===== src/rtl/key_conditioner.sv =====
// ============================================================================
// Module   : key_conditioner
// Purpose  : Two-key push-button conditioner. Each key is synchronized,
//            debounced and timed to produce a clean level, one-cycle press
//            pulses (with optional auto-repeat) and a one-cycle long-press
//            pulse.
// Revision : 1.0 - initial release
// ============================================================================
`default_nettype none

module key_conditioner #(
    parameter int         DEBOUNCE_CYCLES = 240000,
    parameter int         HOLD_CYCLES     = 12000000,
    parameter int         REPEAT_CYCLES   = 2400000,
    parameter logic [1:0] REPEAT_EN       = 2'b10
) (
    input  logic       CLOCK_24,
    input  logic       RESET,
    input  logic [1:0] KEY,
    output logic [1:0] key_down,
    output logic [1:0] key_press,
    output logic [1:0] key_long
);

    // Each counter is just wide enough for the limit it compares against.
    localparam int DW = $clog2(DEBOUNCE_CYCLES + 1);
    localparam int HW = $clog2(HOLD_CYCLES + 1);
    localparam int RW = $clog2(REPEAT_CYCLES + 1);

    localparam logic [DW-1:0] c_DEB  = DW'(DEBOUNCE_CYCLES);
    localparam logic [HW-1:0] c_HOLD = HW'(HOLD_CYCLES);
    localparam logic [RW-1:0] c_RPT  = RW'(REPEAT_CYCLES);

    // Two release-wait states remember where a release bounce must return to.
    localparam logic [2:0] c_ST_IDLE       = 3'd0;
    localparam logic [2:0] c_ST_PRESS_WAIT = 3'd1;
    localparam logic [2:0] c_ST_DOWN       = 3'd2;
    localparam logic [2:0] c_ST_REPEAT     = 3'd3;
    localparam logic [2:0] c_ST_REL_DOWN   = 3'd4;
    localparam logic [2:0] c_ST_REL_RPT    = 3'd5;

    logic [1:0] meta_q;
    logic [1:0] sync_q;

    // Two-flop synchronizer; inverts the active-low keys so 1 means pressed.
    always_ff @(posedge CLOCK_24 or posedge RESET) begin
        if (RESET) begin
            meta_q <= '0;
            sync_q <= '0;
        end else begin
            meta_q <= ~KEY;
            sync_q <= meta_q;
        end
    end

    for (genvar i = 0; i < 2; i++) begin : g_key
        logic [2:0]    state_q, state_d;
        logic [DW-1:0] cnt_q, cnt_d;
        logic [HW-1:0] hold_q, hold_d;
        logic [RW-1:0] rpt_q, rpt_d;
        logic          down_q, down_d;
        logic          press_q, press_d;
        logic          long_q, long_d;

        logic          w_sync;
        logic [DW-1:0] w_cnt_inc;
        logic          w_cnt_done;
        logic [HW-1:0] w_hold_inc;
        logic          w_hold_hit;
        logic          w_rpt_hit;

        assign w_sync     = sync_q[i];
        assign w_cnt_inc  = cnt_q + DW'(1);
        assign w_cnt_done = (w_cnt_inc == c_DEB);
        assign w_hold_inc = hold_q + HW'(1);
        // Only a not-yet-saturated hold counter can produce the long event.
        assign w_hold_hit = (hold_q != c_HOLD) && (w_hold_inc == c_HOLD);
        assign w_rpt_hit  = (rpt_q == c_RPT);

        // State, counters and registered outputs.
        always_ff @(posedge CLOCK_24 or posedge RESET) begin
            if (RESET) begin
                state_q <= c_ST_IDLE;
                cnt_q   <= '0;
                hold_q  <= '0;
                rpt_q   <= '0;
                down_q  <= 1'b0;
                press_q <= 1'b0;
                long_q  <= 1'b0;
            end else begin
                state_q <= state_d;
                cnt_q   <= cnt_d;
                hold_q  <= hold_d;
                rpt_q   <= rpt_d;
                down_q  <= down_d;
                press_q <= press_d;
                long_q  <= long_d;
            end
        end

        // Next-state and counter update; a release sample takes priority
        // over hold/repeat advance so a releasing key never fires an event.
        always_comb begin
            state_d = state_q;
            cnt_d   = cnt_q;
            hold_d  = hold_q;
            rpt_d   = rpt_q;
            case (state_q)
                c_ST_IDLE: begin
                    if (w_sync) begin
                        state_d = c_ST_PRESS_WAIT;
                        cnt_d   = DW'(1);
                    end
                end
                c_ST_PRESS_WAIT: begin
                    if (!w_sync) begin
                        state_d = c_ST_IDLE;
                        cnt_d   = '0;
                    end else if (w_cnt_done) begin
                        state_d = c_ST_DOWN;
                        cnt_d   = '0;
                        hold_d  = '0;
                    end else begin
                        cnt_d = w_cnt_inc;
                    end
                end
                c_ST_DOWN: begin
                    if (!w_sync) begin
                        state_d = c_ST_REL_DOWN;
                        cnt_d   = DW'(1);
                    end else if (hold_q != c_HOLD) begin
                        hold_d = w_hold_inc;
                        if (w_hold_hit && REPEAT_EN[i]) begin
                            state_d = c_ST_REPEAT;
                            rpt_d   = '0;
                        end
                    end
                end
                c_ST_REPEAT: begin
                    if (!w_sync) begin
                        state_d = c_ST_REL_RPT;
                        cnt_d   = DW'(1);
                    end else if (w_rpt_hit) begin
                        rpt_d = '0;
                    end else begin
                        rpt_d = rpt_q + RW'(1);
                    end
                end
                c_ST_REL_DOWN, c_ST_REL_RPT: begin
                    if (w_sync) begin
                        state_d = (state_q == c_ST_REL_RPT) ? c_ST_REPEAT : c_ST_DOWN;
                        cnt_d   = '0;
                    end else if (w_cnt_done) begin
                        state_d = c_ST_IDLE;
                        cnt_d   = '0;
                    end else begin
                        cnt_d = w_cnt_inc;
                    end
                end
                default: begin
                    state_d = c_ST_IDLE;
                    cnt_d   = '0;
                end
            endcase
        end

        // Output decode, registered alongside the state.
        always_comb begin
            down_d  = 1'b0;
            press_d = 1'b0;
            long_d  = 1'b0;
            case (state_q)
                c_ST_PRESS_WAIT: begin
                    down_d  = w_sync && w_cnt_done;
                    press_d = w_sync && w_cnt_done;
                end
                c_ST_DOWN: begin
                    down_d = 1'b1;
                    long_d = w_sync && w_hold_hit;
                end
                c_ST_REPEAT: begin
                    down_d  = 1'b1;
                    press_d = w_sync && w_rpt_hit;
                end
                c_ST_REL_DOWN, c_ST_REL_RPT: begin
                    down_d = w_sync || !w_cnt_done;
                end
                default: begin
                    down_d = 1'b0;
                end
            endcase
        end

        assign key_down[i]  = down_q;
        assign key_press[i] = press_q;
        assign key_long[i]  = long_q;
    end

endmodule

`default_nettype wire


===== config.mk =====
export PLATFORM = sky130hd
export DESIGN_NAME = key_conditioner
export DESIGN_NICKNAME = d
export VERILOG_FILES = /design/src/rtl/key_conditioner.sv
export SDC_FILE = /design/constraint.sdc
export NUM_CORES = 1
export LEC_CHECK = 0
export ABC_AREA = 1
export BUFFER_PORTS_ARGS = -buffer_cell sky130_fd_sc_hd__buf_4
export CAP_MARGIN = 20
export CORE_ASPECT_RATIO = 1.1
export CORE_MARGIN = 3
export CORE_UTILIZATION = 45
export DETAILED_ROUTE_END_ITERATION = 12
export PLACE_DENSITY_LB_ADDON = 0.3
export SYNTH_ARGS = -nofsm -noshare
export SYNTH_HDL_FRONTEND = slang
export SYNTH_SLANG_ARGS = --single-unit
export TNS_END_PERCENT = 5

===== constraint.sdc =====
create_clock -name CLOCK_24 -period 16.1 [get_ports CLOCK_24]
set_clock_uncertainty 0.2 [all_clocks]
set_input_delay 4.025 -clock CLOCK_24 [delete_from_list [all_inputs] [get_ports CLOCK_24]]
set_output_delay 4.025 -clock CLOCK_24 [all_outputs]
set_load 0.05 [all_outputs]

# Word level (Yosys, flattened, before mapping)

Index checks and enable logic that the tools add are counted.

Bits of input ports: 4
RAM bits: 0
ROM bits: 0
Memories kept: 0
Register bits after elaboration: 144
Output and inout bits: 6
Word-level logic and storage cells: 148
Bits in latches: 0

Muxes and demuxes: 55
Add/subtract/negate cells: 6
Bitwise gates (word level): 1
Divide/modulo/power cells: 0
Magnitude comparators: 0
Eq/ne operators: 41
Shifts and indexed selects: 0
Reductions and logical operators: 29
Multiply operators: 0

Operators with widths:

| cell                                                | number |
|---|---|
| 2-to-1 mux 24 bit                                   | 8 |
| 2-to-1 mux 18 bit                                   | 10 |
| one-hot mux 18 bit (4 select lines)                 | 2 |
| 2-to-1 mux 22 bit                                   | 6 |
| one-hot mux 24 bit (2 select lines)                 | 2 |
| adder 24 x 1 -> 24 bit, second input constant       | 2 |
| equality test 24 bit, second input constant         | 2 |
| 2-to-1 mux 3 bit                                    | 16 |
| != test 24 bit, second input constant               | 2 |
| adder 22 x 1 -> 22 bit, second input constant       | 2 |
| equality test 22 bit, second input constant         | 2 |
| one-hot mux 22 bit (2 select lines)                 | 1 |
| adder 18 x 1 -> 18 bit, second input constant       | 2 |
| equality test 18 bit, second input constant         | 2 |
| != test 2 bit, second input constant                | 17 |
| one-hot mux 3 bit (5 select lines)                  | 2 |
| AND reduction 5 bit                                 | 4 |
| != test 3 bit, second input constant                | 6 |
| equality test 3 x 2 -> 1 bit, second input constant | 4 |
| equality test 3 bit, second input constant          | 4 |
| logical AND 1 bit                                   | 8 |
| OR reduction 2 bit                                  | 4 |
| equality test 3 x 1 -> 1 bit, second input constant | 2 |
| zero test 3 bit                                     | 2 |
| other kinds (9)                                     | 20 |

# Logic depth before layout (Yosys ltp)

Gate-level depths: netlist (run 1).

Depth in word-level cells: 7
Depth in mapped cells: 17
Gate-level depth less buffers: 16

# Least setup slack after synthesis (run 1)

OpenSTA, ideal clock, no wires.

Kind: reg-to-output
From: register g_key[0].down_q
To: output key_down[0]
Slack: 11360 ps
Required time: 11875 ps
Stages on the path, launching flop included: 2
Buffers on the path: 1
Arrival time: 515 ps
Cell sequence: dfrtp_1 -> buf_4

RTL lines:

| element                | RTL line | source |
|---|---|---|
| from (decl)            | 61       | `logic down_q, down_d;` |
| from (signal assigned) | 95       | `down_q <= down_d;` |
| to (decl)              | 20       | `output logic [1:0] key_down,` |

No word-level cell between the ends.

# Worst setup path in the final report (run 1)

From: register g_key[1].long_q
To: output key_long[1]

RTL lines:

| element                | RTL line | source |
|---|---|---|
| from (decl)            | 63       | `logic long_q, long_d;` |
| from (signal assigned) | 97       | `long_q <= long_d;` |
| to (decl)              | 22       | `output logic [1:0] key_long` |

No word-level cell between the ends.

==> results.toml, run 1 <==
[run_status]
status = "complete, no violations"

[run]
max_cap_viol_count = 0

[worst_setup_path]
worst_ep_required_time_ps = 11880
r2r-end = "g_key[0].cnt_q[7]$_DFFE_PP0P_"
cp.arrival_ps = 980
worst-setup-path-type = "reg2out"
crit_start = "g_key[1].long_q$_DFF_PP0_"
worst_path_max_stage_delay_ps = 370
rr_worst_depth = 9
crit_family = "flip-flops"
critical_path_peak_fanout = 1
timing.rr.start = "g_key[0].state_q[2]$_DFFE_PP0P_"
timing.critical_path.to_type = "output port"
setup.reg_to_reg.worst_slack_ps = 12460
critical_path.slowest_cell = "dfrtp_1"
critPathLaunchType = "flip-flop"
crit_buf_inv = 1
critical_path.cell_chain = "buf_4"

[floorplan]
io_pins = 10
placeableCoreArea_mm2 = 0.0214
starting_utilization_of_the_core_area_pct = 46.0
chipHeight_um = 161
die_area_mm2 = 0.0236
chipWidth_um = 147
std_cell_rows = 56

[timing]
setup-violations-final = 0
holdWs_ps = 147
rsz0062_at_grt = "false"
final-max-slew-violation-count = 0
finalHoldViolations = 0
achievable-frequency_mhz = 192
worstMarginPinSlew_ps = 1090
post-route-min-period_ps = 5200
setup-tns-final_ps = 0
slew-limit-headroom_pct = 27.5
final.period_utilization_pct = 32.3

[placement]
io_buffers = 9
dp_cells = 1715
place_congestion = 0.907
dpl.hpwl_um = 16100

[synthesis]
synth_flop_cell = "dfrtp_1"
yosys.cell_count.top_type = "nand2_1"
netlist.top_cell.by_area = "dfrtp_1"
yosys-top-cells-count = "445 x nand2_1, 183 x nor2_1, 173 x inv_1"
postSynth.asyncResetShare_pct = 100
synth_area_per_cell_um2 = 6.80
post_synth_main_area_contributors = "dfrtp_1 37%, nand2_1 17%, nor2_1 7.0%, nand3_1 6.9%, inv_1 6.6%"
synthesis.area_mm2 = 0.00982
synth.lib_cells_used.distinct = 45
yosysWarnings = 0
netlist_instances = 1444
synth-adder-area-share_pct = 1.91
synth_top_family_by_area = "simple AND/OR/NAND/NOR gates"
fraction_of_post_synthesis_cell_area_in_the_top_cell_type_by_area_pct = 36.7
synth_xor_xnor_area_share_pct = 4.89
post_synth_and_or_nand_nor_area_fraction_pct = 42.7
share_of_synthesized_area_spent_on_multiplexers_pct = 0
synth_edf_count = 0
yosys_register_bits = 144
seq_area_frac_synth_pct = 36.7
synth_compound_gate_area_share_pct = 4.88
synth_nets = 1463

[clock_tree]
clkSinkCount = 144
postCtsSetupBuffers = 0
insertion_delay_ps = 430
cts-buffers-inserted = 17
htree_levels = 4
postCtsResizedCells = 0
path_clk_slew_ps = 60
cts_max_path_buffers = 2
cts-hold-fix-buffers = 0
cts_tree = "done"
clk_root_buffer_cell = "clkbuf_16"

[global_routing]
gr-total-overflow = 0
maximum_number_of_pins_on_one_net_before_global_route_repair = 85
grt_antenna_before_repair = 0
grt_pass1_vias = 8435
gr-usage-all-layers_pct = 19.5
grt_pass1_wl_um = 39200

[detailed_routing]
ant_nets = 0
wl_um = 22600
via_per_inst = 5.16
post-route-drc-count = 0
post_dr_wirelength_cell_um = 12.9
firstDrtPassIters = 5
drt_iter0_markers = 549
dr_total_vias = 9026

[finish]
antennaDiodeCount = 0
synthToLayoutAreaGrowth_pct = 9.41
nets = 1466
final_cells = 1748
drive_gt1_share_pct = 6.10

[power]
cellPowerDensity_mw_per_mm2 = 101
ir_worst_vdd_mv = 0.0626
power_leakage_nw = 4.94

[hold_path]
whs_path_depth = 0
class_of_the_tightest_hold_or_removal_check = "reg2reg"
holdCritStartpoint = "meta_q[0]$_DFF_PP0_"
holdPathEnd = "sync_q[0]$_DFF_PP0_"
## flip-flops by register name (all words and copies together), names as in the netlist
register and count:
g_key.hold_q 48, g_key.rpt_q 44, g_key.cnt_q 36, g_key.state_q 6, g_key.down_q 2, g_key.long_q 2, g_key.press_q 2, meta_q 2
sync_q 2
## worst max path at each step
stage / to / slack [ps] / cells past startpoint
4_1_cts: g_key[0].rpt_q[8]$_DFFE_PP0P_ / 10650 / 3
2_1_floorplan: g_key[0].cnt_q[0]$_DFFE_PP0P_ / 8010 / 1
6_report: key_long[1] / 10900 / 1
5_1_grt: key_long[1] / 10860 / 1
3_5_place_dp: g_key[0].rpt_q[8]$_DFFE_PP0P_ / 10180 / 3
3_3_place_gp: g_key[1].hold_q[23]$_DFFE_PP0P_ / 10200 / 3
## cell type report
cell class	count	area [um2]
Timing Repair Buffer	16	155
Multi-Input combinational cell	1092	5360
Fill cell	2138	10600
Inverter	176	666
Clock inverter	9	133
Sequential cell	144	3600
Clock buffer	21	470
Tap cell	290	363
## power breakdown
part / internal (mW) / total (mW) / switching [mW]
sequential: 0.385 / 0.410 / 0.0252
combinational: 0.0710 / 0.268 / 0.197
clock: 0.254 / 0.407 / 0.153
total: 0.710 / 1.09 / 0.375
## through the flow
| step | util [%] | cell area (um2) | power [mW] | setup WS, ps |
|---|---|---|---|---|
| 6_report | 50.3 | 10700 | 1.09 | 10900 |
| 5_1_grt | 50.3 | 10700 | 1.15 | 10860 |
| 4_1_cts | 50.1 | 10700 | 1.09 | 10650 |
| 3_5_place_dp | 47.2 | 10100 | 0.680 | 10180 |
| 3_3_place_gp | 47.2 | 10100 | 0.674 | 10200 |
| 2_1_floorplan | - | 9820 | 0.633 | 8010 |
## logic make-up after synthesis
| kind of cell | Yosys count |
|---|---|
| xor gates and xnor gates | 54 |
| AOI/OAI and AO/OA | 80 |
| buffers and inverters | 208 |
| adders and majority gates | 15 |
| DFF | 144 |
| and+or+nand+nor | 943 |
## placed cells by master, fill, tap and decap left out, types with 4 or more instances in the layout
master	n
inv_1	172
nand3b_1	13
xor2_1	44
nand2_4	4
nor2_1	182
nor2_4	7
nand2_2	9
buf_4	12
nor3b_1	4
clkbuf_16	17
nor2_2	9
nand3_1	136
nand2_1	445
o2bb2ai_1	8
xnor2_1	9
o22ai_1	12
nand4_1	58
nor4_1	13
ha_1	15
a21oi_1	10
nor3_1	51
dfrtp_1	144
o21ai_0	35
or2_2	4
## routing by layer
layer,vias to the layer above,part of all wire [%],wire length [um],track usage [%]
met5,-,0,0,0
met3,26,2.9,664,3.41
li1,4671,-,-,-
met4,0,1.2,274,5.56
met2,136,48,10900,32.8
met1,4193,48,10800,25.9
No activity file was read; power rests on OpenSTA's default activity.
==> run 2: changes to the inputs <==
--- a/config.mk
+++ b/config.mk
@@ -5,7 +5,7 @@
 export SDC_FILE = /design/constraint.sdc
 export NUM_CORES = 1
 export LEC_CHECK = 0
-export ABC_AREA = 1
+export ABC_AREA = 0
 export BUFFER_PORTS_ARGS = -buffer_cell sky130_fd_sc_hd__buf_4
 export CAP_MARGIN = 20
 export CORE_ASPECT_RATIO = 1.1
==> constraint.sdc (replaced) <==
create_clock -name CLOCK_24 -period 5.3 [get_ports CLOCK_24]
set_clock_uncertainty 0.2 [all_clocks]
set_input_delay 1.325 -clock CLOCK_24 [delete_from_list [all_inputs] [get_ports CLOCK_24]]
set_output_delay 1.325 -clock CLOCK_24 [all_outputs]
set_load 0.05 [all_outputs]
==> run 2 against run 1 <==
Net effect: highest routed layer unchanged; sequential power grew to 3.0 times the previous value; combinational power grew 91%; clock-buffer cell count decreased by 4; core utilization fell by 0.76 points; total power rose to 2.7 times the previous value; synthesized area is 5.9% lower; cell area shrank 7.8%; critical endpoint is now g_key[1].cnt_q[11]$_DFFE_PP0P_; sequential cell count unchanged; setup slack worse by 9100 ps; die area down 5.7%.
==> results.toml, run 2 <==
[run_status]
status = "complete, no violations"

[synthesis]
yosys-top-cells-count = "144 x dfrtp_1, 111 x nand2_1, 101 x o21ai_0"
synth_edf_count = 0
yosysWarnings = 0
synth_nets = 1121
yosys.cell_count.top_type = "dfrtp_1"
synth_flop_cell = "dfrtp_1"
synth.lib_cells_used.distinct = 83
yosys_register_bits = 144
post_synth_main_area_contributors = "dfrtp_1 39%, o21ai_0 5.5%, nand2_1 4.5%, nand3_1 4.0%, nor2_1 3.8%"
seq_area_frac_synth_pct = 39.0
synthesis.area_mm2 = 0.00924
synth_area_per_cell_um2 = 8.39
netlist_instances = 1102
postSynth.asyncResetShare_pct = 100
netlist.top_cell.by_area = "dfrtp_1"
fraction_of_post_synthesis_cell_area_in_the_top_cell_type_by_area_pct = 39.0

[worst_setup_path]
critical_path.slowest_cell = "o21ai_2"
worst_path_max_stage_delay_ps = 520
crit_family = "compound AO/OA/AOI/OAI gates"
timing.rr.start = "g_key[1].cnt_q[0]$_DFFE_PP0P_"
cp.arrival_ps = 3620
r2r-end = "g_key[1].cnt_q[11]$_DFFE_PP0P_"
critPathLaunchType = "flip-flop"
rr_worst_depth = 10
critical_path.cell_chain = "ha_1 > nand3_1 > or3_1 > o31ai_1 > o2111ai_1 > o21ai_2 > buf_6 > nor2_1 > o21ai_0 > o41ai_1"
critical_path_peak_fanout = 19
worst_ep_required_time_ps = 5400
timing.critical_path.to_type = "flip-flop"
setup.reg_to_reg.worst_slack_ps = 1780
crit_buf_inv = 1
crit_start = "g_key[1].cnt_q[0]$_DFFE_PP0P_"
worst-setup-path-type = "reg2reg"

[run]
max_cap_viol_count = 0

[hold_path]
whs_path_depth = 0
holdCritStartpoint = "meta_q[0]$_DFF_PP0_"
class_of_the_tightest_hold_or_removal_check = "reg2reg"
holdPathEnd = "sync_q[0]$_DFF_PP0_"

[power]
cellPowerDensity_mw_per_mm2 = 301
ir_worst_vdd_mv = 0.233
power_leakage_nw = 4.09

[clock_tree]
cts_tree = "done"
insertion_delay_ps = 430
postCtsResizedCells = 0
clkSinkCount = 144
cts_max_path_buffers = 2
cts-buffers-inserted = 17
cts-hold-fix-buffers = 0
htree_levels = 4
path_clk_slew_ps = 60
postCtsSetupBuffers = 0
clk_root_buffer_cell = "clkbuf_16"

[finish]
postLayoutCoreUtil_pct = 49.5
nets = 1081
most_used_cells_in_the_layout_excluding_fill_and_tap_cells = "144 x dfrtp_1, 111 x nand2_1, 100 x o21ai_0"
multiInputGateArea_mm2 = 0.00507
largest_reg_flops = 48
drive_gt1_share_pct = 8.84
largest_registers = "g_key.hold_q: 48 flops, g_key.rpt_q: 44 flops, g_key.cnt_q: 36 flops"
largest-register = "g_key.hold_q"
final_common_cell = "dfrtp_1"
regArea_mm2 = 0.00360
synthToLayoutAreaGrowth_pct = 7.19
fillers = 1926
antennaDiodeCount = 0

[floorplan]
std_cell_rows = 54
io_pins = 10
chipHeight_um = 156
die_area_mm2 = 0.0223
placeableCoreArea_mm2 = 0.0200
chipWidth_um = 143
starting_utilization_of_the_core_area_pct = 46.2

[detailed_routing]
ant_nets = 0
post_dr_wirelength_cell_um = 15.1
wl_um = 20000
via_per_inst = 5.91
firstDrtPassIters = 6
dr_total_vias = 7846
drt_iter0_markers = 524
post-route-drc-count = 0

[timing]
worstMarginPinSlew_ps = 1070
rsz0062_at_grt = "false"
timing.final.ws_setup_ps = 1780
post-route-min-period_ps = 3520
setup-tns-final_ps = 0
setup-violations-final = 0
achievable-frequency_mhz = 284
finalHoldViolations = 0
final.period_utilization_pct = 66.3
final-max-slew-violation-count = 0
slew-limit-headroom_pct = 28.7

[global_routing]
gr-usage-all-layers_pct = 18.8
maximum_number_of_pins_on_one_net_before_global_route_repair = 70
grt_pass1_vias = 7444
grt_pass1_wl_um = 35300
gr-total-overflow = 0
grt_antenna_before_repair = 0

[placement]
place_congestion = 0.848
dp_worst_setup_slack_ps = 1480
io_buffers = 9
dpl.hpwl_um = 13400
[run 2: layout make-up]
cell class | instances | share of cell area, %
Multi-Input combinational cell | 841 | 51.2
Sequential cell | 144 | 36.4
Clock buffer | 17 | 4.29
Tap cell | 252 | 3.18
Clock inverter | 15 | 1.77
Timing Repair Buffer | 18 | 1.65
Inverter | 40 | 1.55
[run 2: cell families after synthesis]
group / synth area share, %
mux: 0.460
xor+xnor: 4.36
fa+ha+maj: 2.03
buf+inv: 6.20
compound gates: 18.8
flops: 39.0
simple gates: 29.2
[run 2: per-stage QoR]
stage | area, um2 | power (mW) | hold WS, ps | instances
final | 9910 | 2.98 | 149 | 1327
after global routing | 9910 | 3.14 | 152 | 1327
after CTS | 9870 | 3.01 | 150 | 1325
after detailed placement | 9270 | 1.77 | 135 | 1293
after global placement | 9270 | 1.76 | 135 | 1293
after floorplan | 9250 | 1.67 | 131 | 1102
[run 2: routing by layer]
layer  share of wire, %  track usage [%]  vias to the layer above
li1                   -                -                     3939
met4                1.5             5.52                        0
met1                 47             25.2                     3771
met2                 48             31.1                      114
met3                3.0             3.33                       22
met5                  0                0                        -
[run 2: how the worst max path moves through the flow]
stage / endpoint / slack [ps] / depth (start not counted)
after global placement: g_key[1].cnt_q[13]$_DFFE_PP0P_ / 1580 / 9
final: g_key[1].cnt_q[11]$_DFFE_PP0P_ / 1780 / 10
after CTS: g_key[1].cnt_q[2]$_DFFE_PP0P_ / 1470 / 8
after detailed placement: g_key[1].cnt_q[2]$_DFFE_PP0P_ / 1480 / 8
after global routing: g_key[1].rpt_q[1]$_DFFE_PP0P_ / 1420 / 9
after floorplan: g_key[0].cnt_q[0]$_DFFE_PP0P_ / 1970 / 1
[run 2: power breakdown]
group          internal [mW]  switching (mW)
Combinational          0.184           0.327
Clock                  0.709           0.517
Sequential              1.15          0.0948
Total                   2.05           0.938
==> run 3: changes to the inputs <==
==> constraint.sdc (replaced) <==
create_clock -name CLOCK_24 -period 3.3 [get_ports CLOCK_24]
set_clock_uncertainty 0.2 [all_clocks]
set_input_delay 0.825 -clock CLOCK_24 [delete_from_list [all_inputs] [get_ports CLOCK_24]]
set_output_delay 0.825 -clock CLOCK_24 [all_outputs]
set_load 0.05 [all_outputs]
==> run 3 against run 2 <==
Net effect: critical path depth shrank 2; global-route usage grew 0.35 points; critical path type unchanged; largest power group unchanged; critical endpoint is now g_key[1].rpt_q[11]$_DFFE_PP0P_; clock-buffer cell count grew 2; setup slack lost 1600 ps; total power grew 63%; die area is the same; sequential cell count is the same.
==> results.toml, run 3 (same netlist as run 2, synthesis figures left out) <==
[detailed_routing]
wl_met1_um = 9720
wl_um = 20600
wl_met3_um = 520
highest_signal_layer = "met4"
dr_total_vias = 8072
firstDrtPassIters = 6
ant_nets = 0
via_per_inst = 5.95
met2_routed_wl_um = 9980
post-route-drc-count = 0
post_dr_wirelength_cell_um = 15.2
drt_iter0_markers = 389

[power]
ir_worst_vdd_mv = 0.323
cellPowerDensity_mw_per_mm2 = 478
power_leakage_nw = 4.29

[finish]
antennaDiodeCount = 0
final_common_cell = "dfrtp_1"
most_used_cells_in_the_layout_excluding_fill_and_tap_cells = "144 x dfrtp_1, 111 x nand2_1, 100 x o21ai_0"
nets = 1111
drive_gt1_share_pct = 11.8
largest_registers = "g_key.hold_q: 48 flops, g_key.rpt_q: 44 flops, g_key.cnt_q: 36 flops"
largest-register = "g_key.hold_q"
final_cells = 1357
postLayoutCoreUtil_pct = 50.9
synthToLayoutAreaGrowth_pct = 10.1
area_of_all_placed_cells_without_fillers_mm2 = 0.0102
largest_reg_flops = 48

[placement]
place_congestion = 0.858
post_dp_cell_area_mm2 = 0.00955
dpl.hpwl_um = 14100
io_buffers = 9
dp_cells = 1325

[clock_tree]
htree_levels = 4
clkSinkCount = 144
path_clk_slew_ps = 70
insertion_delay_ps = 420
cts-buffers-inserted = 17
clk_root_buffer_cell = "clkbuf_16"
cts_max_path_buffers = 2
cts_tree = "done"

[global_routing]
grt_pass1_wl_um = 36000
grt_antenna_before_repair = 0
maximum_number_of_pins_on_one_net_before_global_route_repair = 53
gr-usage-all-layers_pct = 19.1
grt_pass1_vias = 7539
gr-total-overflow = 0

[floorplan]
chipWidth_um = 143
placeableCoreArea_mm2 = 0.0200
chipHeight_um = 156
die_area_mm2 = 0.0223
io_pins = 10
starting_utilization_of_the_core_area_pct = 46.2
std_cell_rows = 54

[timing]
final-max-slew-violation-count = 0
achievable-frequency_mhz = 322
finalHoldViolations = 0
setup-violations-final = 0
post-route-min-period_ps = 3110
final.period_utilization_pct = 94.2
worstMarginPinSlew_ps = 901
slew-limit-headroom_pct = 39.8

[run]
max_cap_viol_count = 0

[worst_setup_path]
cp.arrival_ps = 3210
critPathLaunchType = "flip-flop"
worst_path_max_stage_delay_ps = 480
critical_path.cell_chain = "ha_2 > nand3_1 > or3_1 > a2111o_1 > nor4_4 > a31oi_4 > a211o_1 > a32o_1"
crit_buf_inv = 0
worst-setup-path-type = "reg2reg"
critical_path.slowest_cell = "a2111o_1"
critical_path_peak_fanout = 8
timing.critical_path.to_type = "flip-flop"
worst_ep_required_time_ps = 3400
crit_family = "compound AO/OA/AOI/OAI gates"

[run_status]
status = "complete, no violations"

[hold_path]
class_of_the_tightest_hold_or_removal_check = "reg2reg"
-- run 3: changes by cell type in the layout (fill, tap and decap cells not counted), moves of 2 or more --
cell	delta
inv_6	-2
ha_2	+2
clkbuf_8	+2
ha_1	-2
clkinvlp_4	-3
buf_12	+2
clkinv_4	+2
clkinv_2	+2
buf_4	+29
-- run 3: per-stage QoR --
stage	hold WS (ps)	setup slack (ps)	setup TNS, ps	total power, mW
after floorplan	131	341	0	2.67
after global placement	134	244	0	2.90
after detailed placement	135	169	0	2.92
after CTS	151	147	0	4.91
after global routing	170	-16.3	-16.3	5.13
final	149	191	0	4.87
-- run 3: final timing paths --
check | to | depth (start not counted) | slack (ps) | start
min reg2reg | sync_q[1]$_DFF_PP0_ | 0 | 150 | meta_q[1]$_DFF_PP0_
max reg2reg | g_key[1].rpt_q[11]$_DFFE_PP0P_ | 8 | 190 | g_key[1].hold_q[1]$_DFFE_PP0P_
min | sync_q[1]$_DFF_PP0_ | 0 | 150 | meta_q[1]$_DFF_PP0_
max in group asynchronous | g_key[0].rpt_q[17]$_DFFE_PP0P_ | 3 | 1860 | RESET
max | g_key[1].rpt_q[11]$_DFFE_PP0P_ | 8 | 190 | g_key[1].hold_q[1]$_DFFE_PP0P_
min in group asynchronous | g_key[1].hold_q[21]$_DFFE_PP0P_ | 2 | 240 | RESET
-- run 3: layout make-up --
type / count / area (um2)
clock buffers: 19 / 453
multi-input cells: 841 / 5090
clock inverters: 13 / 151
flip-flops and latches: 144 / 3600
repair buffers: 48 / 410
fillers: 1898 / 9820
well taps: 252 / 315
inverters: 40 / 154
-- run 3: where the power goes --
group	internal (mW)	switching, mW
logic	0.353	0.580
registers	1.85	0.117
clock network	1.17	0.797
total	3.37	1.49
-- run 3: timing repair --
item / in CTS / in global routing
setup buffers: 0 / 0
resized for setup: 0 / 7
endpoints found under the setup margin: 0 / 30
hold buffers: 0 / 0
-- run 3: metal layers --
metal  up-vias  GRT usage [%]
li1       4003              -
met1      3926           25.3
met2       116           32.1
met3        27           3.15
met4         0           6.11
met5         -              0
